--- config.mk ---
export PLATFORM = sky130hd
export DESIGN_NAME = seq_shifter
export DESIGN_NICKNAME = d
export VERILOG_FILES = /design/src/rtl/seq_shifter.sv
export SDC_FILE = /design/constraint.sdc
export NUM_CORES = 1
export LEC_CHECK = 0
export CAP_MARGIN = 30
export CORE_MARGIN = 10
export CORE_UTILIZATION = 35
export DETAILED_ROUTE_END_ITERATION = 7
export PLACE_DENSITY = 0.6
export SLEW_MARGIN = 20
export SYNTH_ARGS = -nofsm -noshare
export SYNTH_HDL_FRONTEND = slang
export SYNTH_SLANG_ARGS = --single-unit
--- constraint.sdc ---
create_clock -name clk -period 1.65 [get_ports clk]
set_input_delay 0.4125 -clock clk [delete_from_list [all_inputs] [get_ports clk]]
set_output_delay 0.4125 -clock clk [all_outputs]
set_load 0.05 [all_outputs]
--- src/rtl/seq_shifter.sv ---
// Multi-cycle shifter that moves data_out by one bit per clock until the latched amount is spent.
// Optional macro SEQ_SHIFTER_ROTATE_EN turns op=11 into rotate-right; otherwise op=11 acts as SRL.
module seq_shifter #(
  parameter int unsigned WIDTH   = 32,
  parameter int unsigned SHAMT_W = 5
) (
  input  logic               clk,
  input  logic               reset,
  input  logic               start,
  input  logic [1:0]         op,
  input  logic [SHAMT_W-1:0] shamt,
  input  logic [WIDTH-1:0]   data_in,
  output logic [WIDTH-1:0]   data_out,
  output logic               busy,
  output logic               done
);

  localparam logic [1:0] StIdle  = 2'd0;
  localparam logic [1:0] StShift = 2'd1;
  localparam logic [1:0] StDone  = 2'd2;

  localparam logic [SHAMT_W-1:0] CntOne = SHAMT_W'(1);

  logic [1:0]         state_q, state_d;
  logic [WIDTH-1:0]   data_q, data_d;
  logic [WIDTH-1:0]   shifted;
  logic [SHAMT_W-1:0] cnt_q, cnt_d;
  logic [1:0]         op_q, op_d;

  // One-bit step of the latched operation.
  always_comb begin
    shifted = data_q;
    case (op_q)
      2'b00:   shifted = {data_q[WIDTH-2:0], 1'b0};
      2'b10:   shifted = {data_q[WIDTH-1], data_q[WIDTH-1:1]};
`ifdef SEQ_SHIFTER_ROTATE_EN
      2'b11:   shifted = {data_q[0], data_q[WIDTH-1:1]};
      default: shifted = {1'b0, data_q[WIDTH-1:1]};
`else
      default: shifted = {1'b0, data_q[WIDTH-1:1]};
`endif
    endcase
  end

  always_comb begin
    state_d = state_q;
    data_d  = data_q;
    cnt_d   = cnt_q;
    op_d    = op_q;
    case (state_q)
      StIdle: begin
        if (start) begin
          data_d  = data_in;
          op_d    = op;
          cnt_d   = shamt;
          state_d = (shamt == '0) ? StDone : StShift;
        end
      end
      StShift: begin
        data_d = shifted;
        cnt_d  = cnt_q - CntOne;
        // Leave on the edge that performs the last one-bit step.
        if (cnt_q == CntOne) begin
          state_d = StDone;
        end
      end
      StDone: begin
        state_d = StIdle;
      end
      default: begin
        state_d = StIdle;
      end
    endcase
  end

  always_ff @(posedge clk) begin
    if (reset) begin
      state_q <= StIdle;
      data_q  <= '0;
      cnt_q   <= '0;
      op_q    <= 2'b00;
    end else begin
      state_q <= state_d;
      data_q  <= data_d;
      cnt_q   <= cnt_d;
      op_q    <= op_d;
    end
  end

  assign data_out = data_q;
  assign busy     = (state_q != StIdle);
  assign done     = (state_q == StDone);

endmodule
==> metrics.cfg <==
[outcome]
run_status = finished, final reports clean

[floorplanning]
start_util = 0.3650
die_w_um = 102.1
die_y_um = 102.1
core_area_um2 = 6459
ioPinCount = 76
dieArea_um2 = 10420
num_rows = 29

[setup_path]
cp_top_family = flip-flops
cpPeakStageDelay_ns = 0.33
critPathCapture = busy
critPathLaunchType = register
cp.arrival_ns = 1.17
crit_fanout = 6
rr_startpoint = state_q[1]$_SDFFE_PP0P_
critical_path_buf_inv_count = 2
crit_type = reg2out
crit_chain = buf_4, or2_4, buf_12
rrSetupSlack_ns = 0.18
critical_path_depth = 3
reg2reg_depth = 5
r2r-end = data_out[23]$_SDFFE_PP0P_
critical_path_required_ns = 1.24
cpMaxStageDelayCell = dfxtp_2
endpoint_kind = output pin
crit_path_start = state_q[0]$_SDFFE_PP0P_

[place]
port_buffers = 75
pre_cts_ws_ns = -0.2859
dp.cells = 426
place.gp.congestion = 0.7805
dp_hpwl_um = 5021

[power_and_ir_drop]
peakVddDrop_v = 0.0004423
pwr-share-seq = 0.350
switchingPower_mw = 1.300
p_clk_frac = 0.213
switching_share = 0.3562
p_leak_nw = 1.403
p_comb_frac = 0.438
p_per_area_nw_per_um2 = 979.3
internal_power_mw = 2.349

[synthesis]
synth.avg_cell_area_um2 = 8.157
synth_nets = 333
synth_area_leaders = dfxtp_1, o311a_1, o32ai_1
synth_edf_count = 0
ys_seq_area_frac = 0.3482
async_reset_ff_frac = 0
synthesis.area_um2 = 2357
synth_most_common_cell = dfxtp_1
yosys_warnings = 0
synth_area_leader_cell = dfxtp_1
ys_ff_latch = 41
yosysUniqueCellTypes = 38
synth_ff_type = dfxtp_1
syn_inst = 289
synth_common_cells = dfxtp_1, nor2_1, inv_1, o21ai_0, o32ai_1
synth_top_area_frac = 0.3482

[global_route]
grt_max_degree = 65
met2_usage = 0.2000
grt-ovfl-total = 0
grt_pass1_wl_um = 11670
gr-usage-met3 = 0.07490
grt_most_used_layer = met2
grt_pass1_vias = 2431
antenna_found_initial = 0
grt_usage = 0.1336
use_met1 = 0.1641

[detailed_routing]
vias_per_cell = 5.532
dr_total_vias = 2401
drt_wl_total_um = 7080
wl_per_cell_um = 16.31
postRouteAntennaNets = 0
dr.pass1.iters = 4
drc = 0
first_iter_violations = 133

[timing]
setup_violations = 0
slew_viol_final = 0
period_minus_slack_ns = 1.582
rsz0062_at_grt = no
holdWs_ns = 0.5296
hold_violations = 0
layout_setup_ws_ns = 0.06769
fmax_mhz = 632.0
fin_worst_skew_ns = 0.007737
fin_crit_sh = 0.9590
maxSlewHeadroom = 0.7212
worst_slew_pin_slew_ns = 0.4128

[cts]
cts_tree = yes
path_clk_slew_ns = 0.08
clk_latency_ns = 0.29
numClockSinks = 41
hold_buffers = 0
cts_buffer_depth = 2
cts-htree-levels = 2
clock-root-buffer = clkbuf_8
cts_made_buffers = 5

[cells_and_area]
nNetsFinal = 401
drive_above_1_share = 0.2073
antenna_cells = 0
syn_to_final_growth_pct = 58.07
post-route-util = 0.5769
stdcell_count = 434

[flow_run]
maxCapViolations = 0

[worst_hold_path]
hp-class = reg2reg

[registers in the layout, indices dropped and copies added, names as in the netlist]
register / count
data_out: 32
cnt_q: 5
op_q: 2
state_q: 2
[how the worst min path moves through the flow]
stage | start | to | cells after the start
floorplan | cnt_q[3]$_SDFFE_PP0P_ | cnt_q[3]$_SDFFE_PP0P_ | 1
global placement | data_out[30]$_SDFFE_PP0P_ | data_out[30]$_SDFFE_PP0P_ | 2
detailed placement | data_out[30]$_SDFFE_PP0P_ | data_out[30]$_SDFFE_PP0P_ | 2
CTS | data_out[12]$_SDFFE_PP0P_ | data_out[12]$_SDFFE_PP0P_ | 2
global route | cnt_q[0]$_SDFFE_PP0P_ | cnt_q[0]$_SDFFE_PP0P_ | 2
finish | data_out[30]$_SDFFE_PP0P_ | data_out[30]$_SDFFE_PP0P_ | 2
[worst register-to-register path, delay by kind of cell, from the launching register on]
family                 cells  cell delay [ns]
AO/OA/AOI/OAI              2             0.59
AND/OR/NAND/NOR            1             0.08
flip-flops                 1             0.32
buffers and inverters      2             0.37
[through the flow]
step | total power [mW] | TNS (ns) | instance area (µm²)
floorplan | 2.127 | 0 | 2360
global placement | 2.875 | -4.133 | 3593
detailed placement | 2.889 | -5.201 | 3593
CTS | 3.687 | 0 | 3709
global route | 3.836 | 0 | 3726
finish | 3.649 | 0 | 3726
[timing repair]
action,4_1_cts,5_1_grt
setup endpoints to repair,1,4
buffers inserted,1,0
gates resized for setup,2,4
[placed cells by master (no fill, tap or decap), types with 2 or more instances in the layout]
| cell | count |
|---|---|
| nor3b_1 | 2 |
| a21oi_1 | 6 |
| a221oi_1 | 2 |
| or2_2 | 2 |
| buf_12 | 39 |
| nand2_1 | 2 |
| o21ai_0 | 32 |
| mux2i_1 | 3 |
| nor2_1 | 38 |
| inv_1 | 35 |
| o21a_1 | 2 |
| dfxtp_1 | 37 |
| buf_4 | 13 |
| ha_1 | 2 |
| o311a_1 | 30 |
| clkbuf_8 | 5 |
| o32ai_1 | 31 |
| nand3b_1 | 3 |
| clkdlybuf4s50_1 | 41 |
| nand2b_1 | 2 |
| nor3b_2 | 2 |
| dfxtp_2 | 4 |
| o41ai_1 | 2 |
[logic make-up after synthesis]
group                    synth area share
buffers and inverters              0.1200
XOR/XNOR                         0.003716
flip-flops                         0.3482
multiplexers                      0.01274
AO/OA/AOI/OAI                      0.3785
adder cells (fa/ha/maj)           0.01061
AND/OR/NAND/NOR                    0.1263
[per-layer routing]
metal  share of wire  routed length [µm]
met3            0.11                 748
met1            0.44                3111
met5               0                   0
met2            0.45                3185
met4          0.0048                  34
[power groups by stage]
stage	Combinational [mW]	Clock (mW)	Sequential [mW]
6_report	1.60	0.776	1.28
5_1_grt	1.71	0.833	1.30
4_1_cts	1.61	0.806	1.27
3_5_place_dp	1.59	0	1.30
3_3_place_gp	1.58	0	1.30
2_1_floorplan	0.569	0	1.56
[cell type report]
type / count / area [µm²]
multi-input cells: 181 / 1280
fillers: 589 / 2733
clock inverters: 2 / 35.03
inverters: 35 / 131.4
well taps: 77 / 96.34
repair buffers: 93 / 1289
clock buffers: 5 / 68.82
flip-flops and latches: 41 / 825.8
Power figures use the tool's default switching activity.
